File: config.mk
export PLATFORM = sky130hd
export DESIGN_NAME = issue_scoreboard
export DESIGN_NICKNAME = d
export VERILOG_FILES = /design/src/rtl/cpu_configuration_pkg.sv /design/src/rtl/hazard_check.sv /design/src/rtl/issue_scoreboard.sv
export SDC_FILE = /design/constraint.sdc
export NUM_CORES = 1
export LEC_CHECK = 0
export ABC_AREA = 1
export BUFFER_PORTS_ARGS = -buffer_cell sky130_fd_sc_hd__buf_2
export CAP_MARGIN = 10
export CORE_UTILIZATION = 61
export DETAILED_ROUTE_END_ITERATION = 8
export GPL_TIMING_DRIVEN = 0
export PLACE_DENSITY_LB_ADDON = 0.3
export SYNTH_ARGS = -nofsm -noshare
export SYNTH_HDL_FRONTEND = slang
export SYNTH_SLANG_ARGS = --single-unit
File: constraint.sdc
create_clock -name clk -period 7.4 [get_ports clk]
set_input_delay 0.74 -clock clk [delete_from_list [all_inputs] [get_ports clk]]
set_output_delay 0.74 -clock clk [all_outputs]
set_load 0.02 [all_outputs]
File: src/rtl/cpu_configuration_pkg.sv
`default_nettype none
// ============================================================================
//  Module   : cpu_configuration (package)
//  Purpose  : Shared register-file sizing and issue-scoreboard FSM encoding.
//  Revision : 1.0 - initial release
// ============================================================================
package cpu_configuration;

  localparam int REG_COUNT = 32;
  localparam int REG_AW    = 5;

  typedef enum logic [1:0] {
    RUN   = 2'd0,
    STALL = 2'd1,
    DRAIN = 2'd2
  } sb_state_e;

endpackage : cpu_configuration
`default_nettype wire

File: src/rtl/hazard_check.sv
`default_nettype none
// ============================================================================
//  Module   : hazard_check
//  Purpose  : Combinational RAW/WAW check of a decoded instruction against
//             the pending-write mask; x0 is never hazardous.
//  Revision : 1.0 - initial release
// ============================================================================
module hazard_check
  import cpu_configuration::*;
(
  input  logic [REG_COUNT-1:0] pending,
  input  logic [REG_AW-1:0]    rs1_ad,
  input  logic                 rs1_v,
  input  logic [REG_AW-1:0]    rs2_ad,
  input  logic                 rs2_v,
  input  logic [REG_AW-1:0]    rd_ad,
  input  logic                 rd_v,
  output logic                 hazard
);

  logic w_rs1_hz;
  logic w_rs2_hz;
  logic w_rd_hz;

  always_comb begin
    w_rs1_hz = rs1_v && (rs1_ad != '0) && pending[rs1_ad];
    w_rs2_hz = rs2_v && (rs2_ad != '0) && pending[rs2_ad];
    w_rd_hz  = rd_v  && (rd_ad  != '0) && pending[rd_ad];
    hazard   = w_rs1_hz || w_rs2_hz || w_rd_hz;
  end

endmodule : hazard_check
`default_nettype wire

File: src/rtl/issue_scoreboard.sv
`default_nettype none
// ============================================================================
//  Module   : issue_scoreboard
//  Purpose  : In-order issue gate tracking outstanding register writes, with
//             hazard stall, in-flight limit, fence drain and flush.
//  Revision : 1.0 - initial release
// ============================================================================
module issue_scoreboard
  import cpu_configuration::*;
#(
  parameter int MAX_INFLIGHT = 4
) (
  input  logic                 clk,
  input  logic                 rst,
  input  logic                 dec_valid,
  input  logic [REG_AW-1:0]    dec_rs1_ad,
  input  logic [REG_AW-1:0]    dec_rs2_ad,
  input  logic                 dec_rs1_v,
  input  logic                 dec_rs2_v,
  input  logic [REG_AW-1:0]    dec_rd_ad,
  input  logic                 dec_rd_v,
  input  logic                 dec_fence,
  output logic                 dec_ready,
  input  logic                 iss_ready,
  output logic                 iss_valid,
  input  logic                 res_v,
  input  logic [REG_AW-1:0]    res_adr,
  input  logic                 flush,
  output logic [REG_COUNT-1:0] pending_o,
  output logic [2:0]           inflight_o,
  output logic                 busy
);

  localparam logic [2:0] C_MAX_INFLIGHT = 3'(MAX_INFLIGHT);

  sb_state_e            state_q,    state_d;
  logic [REG_COUNT-1:0] pending_q,  pending_d;
  logic [2:0]           inflight_q, inflight_d;

  logic w_hazard;
  logic w_tracked;
  logic w_limit_block;
  logic w_fence_block;
  logic w_set;
  logic w_retire;

  hazard_check u_hazard_check (
    .pending (pending_q),
    .rs1_ad  (dec_rs1_ad),
    .rs1_v   (dec_rs1_v),
    .rs2_ad  (dec_rs2_ad),
    .rs2_v   (dec_rs2_v),
    .rd_ad   (dec_rd_ad),
    .rd_v    (dec_rd_v),
    .hazard  (w_hazard)
  );

  // A fence only blocks while earlier writes are outstanding; with nothing in
  // flight it issues straight from RUN.
  always_comb begin
    w_tracked     = dec_rd_v && (dec_rd_ad != '0);
    w_limit_block = w_tracked && (inflight_q >= C_MAX_INFLIGHT);
    w_fence_block = dec_fence && (inflight_q != '0);
  end

  // Output logic
  always_comb begin
    dec_ready = !rst && (state_q == RUN) && !w_hazard && !flush && iss_ready
                && !w_limit_block && !w_fence_block;
    iss_valid = dec_valid && dec_ready;
    busy      = (inflight_q != '0) || (state_q != RUN);
  end

  // A retire only counts for a register actually pending, so stray or
  // post-reset writebacks can never underflow the counter.
  always_comb begin
    w_set      = iss_valid && w_tracked;
    w_retire   = res_v && (res_adr != '0) && pending_q[res_adr];
    pending_d  = pending_q;
    inflight_d = inflight_q;
    if (flush) begin
      pending_d  = '0;
      inflight_d = '0;
    end else begin
      if (w_retire) pending_d[res_adr]   = 1'b0;
      if (w_set)    pending_d[dec_rd_ad] = 1'b1;
      inflight_d = inflight_q + (w_set ? 3'd1 : 3'd0) - (w_retire ? 3'd1 : 3'd0);
    end
  end

  // Next-state logic
  always_comb begin
    state_d = state_q;
    if (flush) begin
      state_d = RUN;
    end else begin
      case (state_q)
        RUN: begin
          if (dec_valid && w_fence_block)
            state_d = DRAIN;
          else if (dec_valid && !dec_fence && (w_hazard || w_limit_block))
            state_d = STALL;
        end
        STALL: begin
          if (!dec_valid || !(w_hazard || w_limit_block))
            state_d = RUN;
        end
        DRAIN: begin
          if (!dec_valid || (inflight_q == '0))
            state_d = RUN;
        end
        default: state_d = RUN;
      endcase
    end
  end

  // State register
  always_ff @(posedge clk) begin
    if (rst) begin
      state_q    <= RUN;
      pending_q  <= '0;
      inflight_q <= '0;
    end else begin
      state_q    <= state_d;
      pending_q  <= pending_d;
      inflight_q <= inflight_d;
    end
  end

  assign pending_o  = pending_q;
  assign inflight_o = inflight_q;

endmodule : issue_scoreboard
`default_nettype wire

Yosys cells after proc, flatten, opt, wreduce, memory -nomap -nowiden
Cells that the tools add are included.
- logic and storage cells: 89
- register bits after elaboration: 37
- input bits: 30
- $add $sub $neg: 2
- order comparisons: 7
- reductions and logical operators: 47
- multiplexer cells: 22
- bitwise gates (word level): 3
- equal/unequal tests: 5
- operators by type and width (cell ; number):
    $mux W32 ; 3
    $and A32 B32 Y32 ; 1
    $not A32 Y32 ; 1
    $or A32 B32 Y32 ; 1
    $lt A5 B6 Y1 const B ; 4
    $logic_and A1 B1 Y1 ; 23
    $bmux W1 S5 ; 4
    $reduce_bool A5 Y1 ; 4
    $demux W1 S5 ; 2
    $ge A5 B1 Y1 const B ; 2
    $logic_not A1 Y1 ; 8
    $mux W1 ; 8
    $mux W2 ; 4
    $logic_or A1 B1 Y1 ; 6
    $pmux W2 S3 ; 1
    $ne A2 B2 Y1 const B ; 2
    $add A3 B1 Y3 ; 1
    $ge A3 B3 Y1 const B ; 1
    $logic_not A3 Y1 ; 1
    $ne A3 B1 Y1 const B ; 1
    $reduce_and A3 Y1 ; 1
    $reduce_bool A3 Y1 ; 1
    $sub A3 B1 Y3 ; 1
    $eq A2 B1 Y1 const B ; 1
    other kinds (4) ; 4

Logic depth before layout (Yosys ltp)
- depth after elaboration: 16
- depth in mapped cells: 23
- depth with buffers taken out: 21

Cells and area by module
From an unflattened synthesis, not the netlist that was laid out.
- cell total of the unflattened synthesis: 663
- area, all modules: 3838.7 um^2
- modules (own cells, without submodules) (module ; times used ; area each (um^2) ; cells an instance):
    issue_scoreboard ; 1 ; 2697.6 ; 404
    hazard_check ; 1 ; 1141.1 ; 259

Worst setup path after synthesis
No wires, ideal clock.
- path type: input to register
- from: in dec_rs2_ad[0]
- to: reg inflight_q[2] (netlist: inflight_o[2])
- path slack: 3979 ps
- stages: 20
- buffers on the path: 2
- required time: 7330 ps
- data arrival time: 3351 ps
- cell sequence: buf_2 -> inv_2 -> buf_4 -> nand2_1 -> nand3_1 -> nand3_1 -> nand3_1 -> nand2_1 -> nand3_1 -> nand3_2 -> nor3_1 -> nand2_1 -> ha_1 -> inv_1 -> ha_1 -> inv_1 -> fa_1 -> inv_1 -> o21ai_0 -> a21oi_1
- cells in the longest elaborated chain, start to end: 16
- elaborated cells on any way between the ends: 18
- classes of those cells: add/sub: 2; mux: 3; reduce/logical: 13
- RTL lines (what ; line ; source):
    start: declaration ; issue_scoreboard.sv:17 ; input logic [REG_AW-1:0] dec_rs2_ad,
    $bmux W1 S5 / $reduce_bool A5 Y1 (equally long branches) ; hazard_check.sv:27 ; w_rs2_hz = rs2_v && (rs2_ad != '0) && pending[rs2_ad];
    $mux W1 (not written as such) / $logic_and A1 B1 Y1 (equally long branches) ; hazard_check.sv:27 ;
    $logic_and A1 B1 Y1 (*) ; hazard_check.sv:27 ;
    $logic_or A1 B1 Y1 (*) (2 in series) ; hazard_check.sv:29 ; hazard = w_rs1_hz || w_rs2_hz || w_rd_hz;
    $logic_not A1 Y1 (*) ; issue_scoreboard.sv:68 ; dec_ready = !rst && (state_q == RUN) && !w_hazard && !flush && iss_ready
    $logic_and A1 B1 Y1 (*) (3 in series) ; issue_scoreboard.sv:68 ;
    $logic_and A1 B1 Y1 (*) (2 in series) ; issue_scoreboard.sv:69 ; && !w_limit_block && !w_fence_block;
    $logic_and A1 B1 Y1 (*) ; issue_scoreboard.sv:70 ; iss_valid = dec_valid && dec_ready;
    via iss_valid ; issue_scoreboard.sv:25 ; output logic iss_valid,
    $logic_and A1 B1 Y1 (*) ; issue_scoreboard.sv:77 ; w_set = iss_valid && w_tracked;
    $mux W1 (*) ; issue_scoreboard.sv:87 ; inflight_d = inflight_q + (w_set ? 3'd1 : 3'd0) - (w_retire ? 3'd1 : 3'd0);
    $add A3 B1 Y3 (*) ; issue_scoreboard.sv:87 ;
    $sub A3 B1 Y3 (*) ; issue_scoreboard.sv:87 ;
    end signal: assignment ; issue_scoreboard.sv:126 ; inflight_q <= inflight_d;
    end: declaration ; issue_scoreboard.sv:38 ; logic [2:0] inflight_q, inflight_d;
The timed path passes the listed nets; every way through them passes the cells marked *. The select of a mux whose other input is x is not followed.
A chain may end at the register's enable or synchronous reset.

Worst setup path after layout
- from: in res_adr[0]
- to: reg inflight_q[2] (netlist: inflight_o[2])
- cells in the longest elaborated chain, start to end: 5
- elaborated cells on any way between the ends: 7
- classes of those cells: add/sub: 1; mux: 3; reduce/logical: 3
- RTL lines (what ; line ; source):
    start: declaration ; issue_scoreboard.sv:27 ; input logic [REG_AW-1:0] res_adr,
    $bmux W1 S5 / $reduce_bool A5 Y1 (equally long branches) ; issue_scoreboard.sv:78 ; w_retire = res_v && (res_adr != '0) && pending_q[res_adr];
    $mux W1 (not written as such) / $logic_and A1 B1 Y1 (equally long branches) ; issue_scoreboard.sv:78 ;
    $logic_and A1 B1 Y1 (*) ; issue_scoreboard.sv:78 ;
    $mux W1 (*) ; issue_scoreboard.sv:87 ;
    $sub A3 B1 Y3 (*) ; issue_scoreboard.sv:87 ;
Every way passes the cells marked *; elsewhere a longest branch is shown, timed or not. The select of a mux whose other input is x is not followed.

==> impl_metrics.ini <==
[outcome]
outcome = finished clean

[timing]
tns_ns = 0
drv_slew = 0
finalCritPeriodShare_pct = 46.1
finalHoldViolCount = 0
rsz0062_at_grt = no
worstMarginPinSlew_ns = 0.771
setup_viol_count_final = 0
period_needed_ns = 3.41
slew_headroom_pct = 48.2
skew_ns = 0.0117
fmax_mhz = 293

[yosys]
synth-seq-cells = 37
synthTopCellsByArea = dfxtp_1 22%, nand2_1 20%, nand3_1 8.1%
async_flop_share_pct = 0
yosys_warnings = 0
synth_flop_cell = dfxtp_1
postSynthCellCount = 606
netlist_area_um2 = 3420
seq_area_frac_synth_pct = 21.7
yosysTopAreaCell = dfxtp_1
synth-edff-count = 0
synth.distinct_cells = 30
yosysMostFrequentCell = nand2_1
synth_top_area_share_pct = 21.7
synth_commonest_cells = 180 x nand2_1, 67 x nor2_1, 64 x inv_1
synth_nets = 639
synth.avg_cell_area_um2 = 5.64

[grt]
grt-ovfl-total = 0
grt_pass1_vias = 4226
grt_usage_pct = 41.8
grt_pass1_wl_um = 19700
antenna_found_initial = 0
grt_max_degree = 12

[floorplan]
start_util_pct = 65.2
die_y_um = 76.8
boundaryPins = 68
die_w_um = 76.8
core-area_um2 = 5240
die_area_um2 = 5910
rows = 26

[final_layout]
nFillCells = 450
area_growth_syn_to_layout_pct = 13.8
fin_nets = 706
antenna_cells = 0
final_cells = 744
drive_gt1_share_pct = 15.7

[drt]
wl_per_cell_um = 16.1
finalWirelength_um = 12000
met2_wirelength_um = 5510
ant_nets = 0
via_count = 4490
wl_met3_um = 1530
drtPass1Iterations = 9
met1_length_um = 4340
vias_per_cell = 6.03
drc_errors = 0
topRoutingLayerUsed = met4
drt_iter0_markers = 495

[setup_path]
critPathCapture = inflight_o[2]
start_kind = primary input
rr_worst_depth = 20
worstReg2RegStart = pending_o[15]
crit_path_end_kind = register
crit_arrival_ns = 3.64
cp_max_fo = 10
crit_start = res_adr[0]
rrSetupSlack_ns = 4.55
required_ns = 7.63
crit_type = in2reg
r2r_end = inflight_o[2]

[clocking]
numCtsBuffers = 5
cts.clk_slew.worst_paths_ns = 0.07
cts_hold_buf = 0
cts_resized = 0
cts_sinks = 37
cts_tree = yes
clock_latency_ns = 0.30
cts_setup_buffers = 0
ctsHtreeMaxLevel = 2
clock-root-buffer = clkbuf_8
clock_path_buffers = 2

[power]
peakVddDrop_uv = 144
power_switching_share_pct = 33.7
p_sw_w = 0.000150
p_per_area_nw_per_um2 = 114
pwr-share-seq_pct = 44.9
p_comb_share_pct = 22.8
total_power_w = 0.000444
pwr-share-clk_pct = 32.3
internal_power_w = 0.000294
p_leak_nw = 1.79

[placement]
place.gp.congestion = 1.01
placed_cells = 736
placement.io_buffers = 60
hpwl_um = 9050

[hold_path]
hold_class = reg2reg

[job]
timing.max_cap.violations = 0
## per-stage QoR
stage / setup slack, ns / utilization [%] / hold slack (ns) / cell area, um^2
floorplan: 3.98 / - / 0.462 / 3420
global placement: 3.89 / 72.6 / 0.481 / 3800
detailed placement: 3.83 / 72.6 / 0.508 / 3800
CTS: 4.10 / 74.2 / 0.518 / 3890
global route: 3.72 / 74.2 / 0.543 / 3890
finish: 3.99 / 74.2 / 0.521 / 3890
## cells in the final DEF (no fill, tap or decap), types with 3 or more instances in the layout
cell and count:
a21oi_1 37, a22oi_1 16, buf_2 73, buf_4 5
buf_6 6, clkbuf_1 9, clkbuf_8 5, clkinv_1 3
dfxtp_1 37, inv_1 64, nand2_1 180, nand3_1 55
nand4_1 35, nor2_1 67, nor2_2 4, nor3_1 18
o21ai_0 40
## state kept, by name, indices dropped and copies added, names as in the netlist
signal	flops
inflight_o	3
pending_o	32
state_q	2
## power by group through the flow
stage | logic (W) | registers (W) | clock network (W)
CTS | 0.0000975 | 0.000199 | 0.000143
global route | 0.000110 | 0.000199 | 0.000150
floorplan | 0.0000665 | 0.000204 | 0
finish | 0.000101 | 0.000199 | 0.000144
global placement | 0.0000947 | 0.000204 | 0
detailed placement | 0.0000969 | 0.000204 | 0
## layer usage
metal | vias to the layer above | track usage [%]
li1 | 2120 | -
met1 | 1971 | 50.1
met2 | 339 | 69.8
met3 | 60 | 7.38
met4 | 0 | 24.2
met5 | - | 0
## worst min-delay path by stage
stage	from	to	slack [ns]	cells past startpoint
2_1_floorplan	state_q[0]	state_q[0]	0.46	2
3_3_place_gp	state_q[0]	state_q[0]	0.48	2
3_5_place_dp	state_q[0]	state_q[0]	0.51	2
4_1_cts	state_q[0]	state_q[0]	0.52	2
5_1_grt	pending_o[10]	pending_o[10]	0.54	2
6_report	state_q[0]	state_q[0]	0.52	2
## worst max-delay path, stage by stage
cell and delay (ns):
buf_2 0.11, nand2_1 0.06, inv_1 0.18, clkbuf_1 0.51, a22oi_1 0.19, nand2_1 0.10, nand2_1 0.05, nand4_1 0.11
nand2_1 0.15, clkbuf_1 0.24, inv_1 0.10, ha_1 0.23, inv_1 0.07, ha_1 0.14, inv_1 0.05, fa_1 0.35
inv_1 0.08, o21ai_0 0.09, a21oi_1 0.12
## cells by family (layout without fill, tap and decap cells)
family,Yosys count,count (layout),synth area share [%]
AOI/OAI and AO/OA,95,95,15.2
xor gates and xnor gates,1,1,0.256
adders and majority gates,3,3,1.32
buffers and inverters,104,172,14.3
DFF,37,37,21.7
and+or+nand+nor,366,366,47.2
## final cells by class
| class | instances | area (um^2) | share of cell area [%] |
|---|---|---|---|
| Clock inverter | 2 | 10.0 | 0.257 |
| Sequential cell | 37 | 741 | 19.1 |
| Multi-Input combinational cell | 465 | 2190 | 56.3 |
| Inverter | 71 | 274 | 7.05 |
| Buffer | 33 | 215 | 5.54 |
| Clock buffer | 6 | 72.6 | 1.87 |
| Tap cell | 70 | 87.6 | 2.25 |
| Timing Repair Buffer | 60 | 300 | 7.72 |
No activity file was read; power rests on OpenSTA's default activity.
